==> config.mk <==
export PLATFORM = sky130hd
export DESIGN_NAME = ram_port_arbiter
export DESIGN_NICKNAME = d
export VERILOG_FILES = /design/src/rtl/ram_port_arbiter.sv
export SDC_FILE = /design/constraint.sdc
export NUM_CORES = 1
export LEC_CHECK = 0
export BUFFER_PORTS_ARGS = -buffer_cell sky130_fd_sc_hd__clkbuf_2
export CORE_AREA = 2 2 89 91
export DETAILED_ROUTE_END_ITERATION = 8
export DIE_AREA = 0 0 91 93
export GPL_TIMING_DRIVEN = 0
export PLACE_DENSITY = 0.85
export RECOVER_POWER = 25
export SLEW_MARGIN = 20
export SYNTH_ARGS = -nofsm -noshare
export SYNTH_HDL_FRONTEND = slang
export SYNTH_SLANG_ARGS = --single-unit
export TNS_END_PERCENT = 50
==> constraint.sdc <==
create_clock -name clk -period 2.1 [get_ports clk]
set_input_delay 0.105 -clock clk [delete_from_list [all_inputs] [get_ports clk]]
set_output_delay 0.105 -clock clk [all_outputs]
set_load 0.01 [all_outputs]
==> src/rtl/ram_port_arbiter.sv <==
// Arbitrates the single data-RAM port between the CPU memory stage and an external requester.
// Optional statistics counters are built when RAM_ARB_STATS_EN is defined.
module ram_port_arbiter #(
  parameter int ADDR_W     = 8,
  parameter int DATA_W     = 32,
  parameter int STARVE_MAX = 4,
  parameter int LOCK_MAX   = 16
) (
  input  logic              clk,
  input  logic              reset,
  input  logic              cpu_req,
  input  logic              cpu_write,
  input  logic [ADDR_W-1:0] cpu_addr,
  input  logic [DATA_W-1:0] cpu_wdata,
  output logic [DATA_W-1:0] cpu_rdata,
  output logic              cpu_stall,
  input  logic              ext_valid,
  output logic              ext_ready,
  input  logic              ext_write,
  input  logic              ext_lock,
  input  logic [ADDR_W-1:0] ext_addr,
  input  logic [DATA_W-1:0] ext_wdata,
  output logic              ext_rvalid,
  output logic [DATA_W-1:0] ext_rdata,
  output logic [ADDR_W-1:0] ram_address,
  output logic              ram_write_enable,
  output logic [DATA_W-1:0] ram_write_data,
  input  logic [DATA_W-1:0] ram_data
`ifdef RAM_ARB_STATS_EN
  ,
  output logic [15:0]       stat_ext_grants,
  output logic [15:0]       stat_cpu_stalls
`endif
);

  localparam int WAIT_W = (STARVE_MAX < 1) ? 1 : $clog2(STARVE_MAX + 1);
  localparam int LOCK_W = (LOCK_MAX < 1) ? 1 : $clog2(LOCK_MAX + 1);
  localparam logic [WAIT_W-1:0] WAIT_SAT = WAIT_W'(STARVE_MAX);
  localparam logic [LOCK_W-1:0] LOCK_LIM = LOCK_W'(LOCK_MAX);

  localparam logic [0:0] ST_IDLE   = 1'b0;
  localparam logic [0:0] ST_LOCKED = 1'b1;

  logic [0:0]        state_q, state_d;
  logic [WAIT_W-1:0] wait_cnt_q, wait_cnt_d;
  logic [LOCK_W-1:0] lock_cnt_q, lock_cnt_d;
  logic              ext_rvalid_q, ext_rvalid_d;
  logic [DATA_W-1:0] ext_rdata_q, ext_rdata_d;
  logic              grant_ext_s;
  logic              handshake_s;

  // Port grant: EXT wins when the CPU is idle, when EXT has starved long enough, or while locked
  always_comb begin
    grant_ext_s = 1'b0;
    case (state_q)
      ST_IDLE:   grant_ext_s = ext_valid && (!cpu_req || (wait_cnt_q == WAIT_SAT));
      ST_LOCKED: grant_ext_s = ext_valid;
      default:   grant_ext_s = 1'b0;
    endcase
  end

  assign handshake_s = ext_valid && grant_ext_s;
  assign ext_ready   = grant_ext_s;
  assign cpu_stall   = cpu_req && (grant_ext_s || (state_q == ST_LOCKED));
  assign cpu_rdata   = ram_data;
  assign ext_rvalid  = ext_rvalid_q;
  assign ext_rdata   = ext_rdata_q;

  // RAM port mux; an idle port tracks the CPU address with writes disabled
  always_comb begin
    if (grant_ext_s) begin
      ram_address      = ext_addr;
      ram_write_data   = ext_wdata;
      ram_write_enable = ext_write;
    end else begin
      ram_address      = cpu_addr;
      ram_write_data   = cpu_wdata;
      ram_write_enable = cpu_req && cpu_write && !cpu_stall;
    end
  end

  // Starvation and lock bookkeeping
  always_comb begin
    state_d    = state_q;
    wait_cnt_d = wait_cnt_q;
    lock_cnt_d = lock_cnt_q;
    case (state_q)
      ST_IDLE: begin
        if (handshake_s || !ext_valid) begin
          wait_cnt_d = '0;
        end else if (wait_cnt_q != WAIT_SAT) begin
          wait_cnt_d = wait_cnt_q + WAIT_W'(1);
        end else begin
          wait_cnt_d = wait_cnt_q;
        end
        if (handshake_s && ext_lock) begin
          state_d    = ST_LOCKED;
          lock_cnt_d = LOCK_W'(1);
        end else begin
          lock_cnt_d = '0;
        end
      end
      ST_LOCKED: begin
        wait_cnt_d = '0;
        // A lock=1 handshake keeps counting so a locked burst can never exceed LOCK_MAX cycles
        if ((handshake_s && !ext_lock) || (lock_cnt_q == LOCK_LIM)) begin
          state_d    = ST_IDLE;
          lock_cnt_d = '0;
        end else begin
          lock_cnt_d = lock_cnt_q + LOCK_W'(1);
        end
      end
      default: begin
        state_d    = ST_IDLE;
        wait_cnt_d = '0;
        lock_cnt_d = '0;
      end
    endcase
  end

  // EXT read response captures the asynchronous RAM data at the handshake edge
  always_comb begin
    ext_rvalid_d = handshake_s && !ext_write;
    if (ext_rvalid_d) begin
      ext_rdata_d = ram_data;
    end else begin
      ext_rdata_d = ext_rdata_q;
    end
  end

  // State registers
  always_ff @(posedge clk or negedge reset) begin
    if (!reset) begin
      state_q      <= ST_IDLE;
      wait_cnt_q   <= '0;
      lock_cnt_q   <= '0;
      ext_rvalid_q <= 1'b0;
      ext_rdata_q  <= '0;
    end else begin
      state_q      <= state_d;
      wait_cnt_q   <= wait_cnt_d;
      lock_cnt_q   <= lock_cnt_d;
      ext_rvalid_q <= ext_rvalid_d;
      ext_rdata_q  <= ext_rdata_d;
    end
  end

`ifdef RAM_ARB_STATS_EN
  logic [15:0] stat_ext_grants_q, stat_ext_grants_d;
  logic [15:0] stat_cpu_stalls_q, stat_cpu_stalls_d;

  // Saturating event counters
  always_comb begin
    if (handshake_s && (stat_ext_grants_q != 16'hFFFF)) begin
      stat_ext_grants_d = stat_ext_grants_q + 16'd1;
    end else begin
      stat_ext_grants_d = stat_ext_grants_q;
    end
    if (cpu_stall && (stat_cpu_stalls_q != 16'hFFFF)) begin
      stat_cpu_stalls_d = stat_cpu_stalls_q + 16'd1;
    end else begin
      stat_cpu_stalls_d = stat_cpu_stalls_q;
    end
  end

  // Statistics registers
  always_ff @(posedge clk or negedge reset) begin
    if (!reset) begin
      stat_ext_grants_q <= 16'd0;
      stat_cpu_stalls_q <= 16'd0;
    end else begin
      stat_ext_grants_q <= stat_ext_grants_d;
      stat_cpu_stalls_q <= stat_cpu_stalls_d;
    end
  end

  assign stat_ext_grants = stat_ext_grants_q;
  assign stat_cpu_stalls = stat_cpu_stalls_q;
`else
  // Statistics counters are not built in this configuration.
`endif

endmodule
# ---- Yosys cells after proc, flatten, opt, wreduce, memory -nomap -nowiden
# Index checks and enable logic that the tools add are counted.
dict set report classes {
  bitwise_logic 1
  n_eq_ne 4
  reduce_logical 17
  addsub 2
  n_mux 13
}
# op count
set ops {}
lappend ops {{$mux W32} 1}
lappend ops {{$pmux W5 S2} 1}
lappend ops {{$logic_and A1 B1 Y1} 8}
lappend ops {{$mux W8} 1}
lappend ops {{$mux W3} 2}
lappend ops {{$ne A3 B3 Y1 const B} 2}
lappend ops {{$pmux W3 S2} 1}
lappend ops {{$add A5 B1 Y5 const B} 1}
lappend ops {{$eq A5 B5 Y1 const B} 1}
lappend ops {{$logic_not A1 Y1} 5}
lappend ops {{$mux W5} 1}
lappend ops {{$logic_or A1 B1 Y1} 4}
lappend ops {{$mux W1} 4}
lappend ops {{$pmux W1 S2} 2}
lappend ops {{$add A3 B1 Y3 const B} 1}
lappend ops {{$eq A3 B3 Y1 const B} 1}
lappend ops {{$not A1 Y1} 1}
dict set report word_totals {
  inputBits 119
  out_inout_bits 108
  elab_cells 42
  regBits 42
}

# ---- Longest topological paths before layout
dict set report logic_depth {
  depth_word 9
  depth_mapped 6
  mapped_depth_nobuf 5
}

# ---- Worst setup path after synthesis
# No wires, ideal clock.
dict set report synth_path {
  path_type {register -> output}
  from {reg wait_cnt_q[0]}
  to {out ram_write_data[12]}
  required_ps 1995
  t_arrival_ps 1672
  slack_ps 323
  path_buffers 1
  path_stages_with_launch 7
  cell_sequence {dfrtp_1 -> inv_1 -> ha_1 -> a21bo_4 -> o21ai_4 -> buf_6 -> mux2_1}
}
dict set report synth_via {
  elab_chain_cells 5
}
# item line
set synth_lines {}
lappend synth_lines {{from (decl)} 45} ;# logic [WAIT_W-1:0] wait_cnt_q, wait_cnt_d;
lappend synth_lines {{from (signal assigned)} 141} ;# wait_cnt_q <= wait_cnt_d;
lappend synth_lines {{$eq A3 B3 Y1} 56} ;# ST_IDLE: grant_ext_s = ext_valid && (!cpu_req || (wait_cnt_q == WAIT_SAT));
lappend synth_lines {{$logic_or A1 B1 Y1} 56}
lappend synth_lines {{$logic_and A1 B1 Y1} 56}
lappend synth_lines {{$pmux W1 S2} 55} ;# case (state_q)
lappend synth_lines {{$mux W32} 71} ;# if (grant_ext_s) begin
lappend synth_lines {{to (decl)} 27} ;# output logic [DATA_W-1:0] ram_write_data,
# Every way passes these cells.

# ---- Worst setup path in the final report
dict set report layout_path {
  from {reg wait_cnt_q[1]}
  to {out ram_write_data[3]}
}
# The elaborated chain is that of the path after synthesis.

==> flow_summary.json <==
{
  "grt_pass1_vias": 2374,
  "vias": 2442,
  "place_hpwl_um": 6377,
  "worst_setup_path_end_kind": "output port",
  "syn_area_um2": 2620,
  "p_clk_share_pct": 19.0,
  "cp_slowest_stage_delay_ns": 0.35,
  "die_area_um2": 8463,
  "ys_seq_elements": 42,
  "ff_latch_area_um2": 1051,
  "yosysSeqAreaShare_pct": 40.11,
  "insertedDiodeCount": 0,
  "synthCells": 197,
  "setup_ws_ns": -0.05571,
  "fin_tns_setup_ns": -0.6814,
  "intPower_w": 0.001977,
  "crit_chain": "inv_1, ha_2, a21bo_4, o21ai_4, buf_12, clkbuf_16, mux2_4, clkbuf_2",
  "start_kind": "flop",
  "period_needed_ns": 2.156,
  "synth_cell_type_count": 28,
  "setup_violations": 29,
  "place_congestion": 0.7563,
  "syn_nets": 320,
  "io_buffers": 226,
  "cts_buffer_depth": 2,
  "rsz0062_at_grt": "true",
  "tightest_slew_ns": 1.018,
  "ir_drop_mv": 0.5618,
  "hold_buffers": 0,
  "die_x_um": 91,
  "viasPerCell": 4.497,
  "cts_buffers": 5,
  "fp.dieH_um": 93,
  "fin_crit_sh_pct": 102.7,
  "cp_num_buf_inv": 4,
  "htreeDepth": 2,
  "grt_max_degree": 43,
  "avgSynthCellArea_um2": 13.30,
  "crit_path_max_fanout": 7,
  "cts_tree": "done",
  "routed_wl_um": 8109,
  "drc_errors": 0,
  "grt.overflow.total": 0,
  "dp.cells": 525,
  "cp.required_ns": 2.00,
  "postRouteAntennaNets": 0,
  "slew_headroom_pct": 32.11,
  "start_util_pct": 34.81,
  "wl_per_cell_um": 14.93,
  "area_growth_pct": 59.84,
  "fillers": 669,
  "core-area_um2": 7527,
  "outcome": "complete, but fails checks",
  "min_path_type": "primary input to async pin",
  "num-nets-final": 563,
  "ios": 227,
  "rows": 32,
  "power_density_nw_per_um2": 694.8,
  "drtPass1Iterations": 4,
  "cpMaxStageDelayCell": "dfrtp_1",
  "ctsRootBufferMaster": "clkbuf_8",
  "yosysWarningCount": 0,
  "hold-worst-slack_ns": -0.02036,
  "grt_pass1_wl_um": 11530,
  "pwr-share-seq_pct": 37.1,
  "max_freq_mhz": 463.9,
  "p_switching_w": 0.0009327,
  "critPathArrivalTime_ns": 2.05,
  "drtIter0Drc": 31,
  "clock_skew_ns": 0.004103,
  "clkTransAtPathRegs_ns": 0.08,
  "swShare_pct": 32.06,
  "post_route_cells_drive_above_1_share_pct": 73.24,
  "comb_power_share_pct": 43.9,
  "path_delay_family": "buffers and inverters",
  "leakage_nw": 2.300,
  "violations": "negative hold slack, negative setup slack",
  "path_class": "flop to output port",
  "grtUsageTotal_pct": 17.08,
  "clk_latency_ns": 0.29,
  "clock_sinks": 42,
  "antenna_found_initial": 0,
  "cap_violations": 0,
  "fin_cells": 543,
  "final-hold-violation-count": 42,
  "maxSlewViolCount": 0,
  "multi_input_area_um2": 1232
}
## power groups by stage
stage               sequential (W)  clock, W  combinational, W
floorplan                  0.00117         0          0.000597
global placement           0.00109         0           0.00115
detailed placement         0.00110         0           0.00117
CTS                        0.00108  0.000577           0.00121
global route               0.00110  0.000615           0.00137
finish                     0.00108  0.000552           0.00128
## cell families after synthesis
kind of cell / after synthesis / synth area share [%]
mux: 73 / 35.63
buf+inv: 47 / 13.80
flops: 42 / 40.11
simple gates: 21 / 4.489
compound gates: 7 / 3.057
fa+ha+maj: 4 / 1.910
xor+xnor: 3 / 1.003
## metal layers
metal | track usage, % | routed length (um) | up-vias | part of all wire, %
met5 | 0 | 0 | - | 0
met4 | 4.167 | 135 | 0 | 1.7
met3 | 5.560 | 740 | 12 | 9.1
met2 | 31.98 | 4391 | 135 | 54
met1 | 18.64 | 2841 | 1164 | 35
li1 | - | - | 1131 | -
## Yosys cell counts (all sizes together)
cell / number / area (um2)
mux2: 72 / 923.4
buf: 40 / 335.3
nor4bb: 1 / 10.01
a2bb2oi: 2 / 17.52
nand3b: 1 / 7.510
o21ai: 2 / 32.53
a21boi: 1 / 7.510
xnor2: 1 / 8.760
a21bo: 1 / 16.27
nand2b: 1 / 6.260
xor2: 2 / 17.52
nand3: 4 / 20.02
nand4bb: 1 / 11.26
mux2i: 1 / 10.01
a31oi: 1 / 6.260
dfrtp: 42 / 1051
nor4b: 1 / 8.760
and2b: 1 / 7.510
ha: 4 / 50.05
inv: 7 / 26.28
nor2b: 2 / 12.51
nand2: 3 / 11.26
nor2: 6 / 22.52
## cells in the final DEF (no fill, tap or decap), types with 2 or more instances in the layout
master | netlist | routed
ha_1 | 4 | 3
o21ai_4 | 2 | 2
clkbuf_8 | 0 | 6
inv_1 | 7 | 7
clkbuf_1 | 0 | 33
nor2_1 | 6 | 6
nand3_1 | 4 | 4
nand2_1 | 3 | 3
a2bb2oi_1 | 2 | 2
clkbuf_2 | 0 | 178
buf_6 | 4 | 21
xor2_1 | 2 | 2
mux2_4 | 30 | 36
dfrtp_1 | 42 | 42
clkbuf_16 | 0 | 2
nor2b_1 | 2 | 2
mux2_1 | 8 | 4
buf_12 | 0 | 3
mux2_2 | 34 | 32
buf_4 | 32 | 39
## path summary, 6_finish.rpt
check	start	to	slack, ns	cells after the start
setup / recovery	wait_cnt_q[1]	ram_write_data[3]	-0.06	8
hold / removal	reset	ext_rdata[31]	-0.02	1
setup reg to reg	wait_cnt_q[1]	ext_rdata[10]	0.28	6
hold reg to reg	ext_rdata[22]	ext_rdata[22]	0.50	1
max in group asynchronous	reset	lock_cnt_q[2]	1.50	1
min in group clk	ram_data[22]	ext_rdata[22]	0.04	2
## layout make-up
| type | instances | share of cell area [%] |
|---|---|---|
| repair buffers | 237 | 31.64 |
| clock buffers | 7 | 2.062 |
| well taps | 102 | 3.047 |
| clock inverters | 1 | 0.2091 |
| flip-flops and latches | 42 | 25.10 |
| multi-input cells | 108 | 29.43 |
| inverters | 7 | 0.6274 |
| plain buffers | 39 | 7.888 |
## what timing repair did
action                     CTS  global route
setup buffers                8             1
gates cloned                 0             2
gates resized for setup      5            39
setup endpoints to repair   41            41
pin swaps                    2             3
## registers in the layout, summed over array words and instances (netlist names)
| name | cells |
|---|---|
| ext_rdata | 32 |
| ext_rvalid | 1 |
| lock_cnt_q | 5 |
| state_q | 1 |
| wait_cnt_q | 3 |
## worst reg2reg max path, stage by stage, from the launching register on
cell and delay, ns:
dfrtp_1 0.35, inv_1 0.05, ha_2 0.18, a21bo_4 0.23, o21ai_4 0.31, buf_6 0.22
mux2_2 0.35
## stage by stage
step                      instance area [um2]  utilization [%]  hold slack, ns  power (W)  setup slack (ns)
final                                    4188            55.64        -0.02036   0.002910          -0.05571
after global routing                     4188            55.64         0.03984   0.003093           -0.1399
after CTS                                4051            53.82        0.008535   0.002869          -0.09186
after detailed placement                 3879            51.53          0.3357   0.002267           0.05620
after global placement                   3879            51.53          0.3255   0.002233           0.07211
after floorplan                          2620                -         -0.1906   0.001762            0.3227
Power figures use the tool's default switching activity.
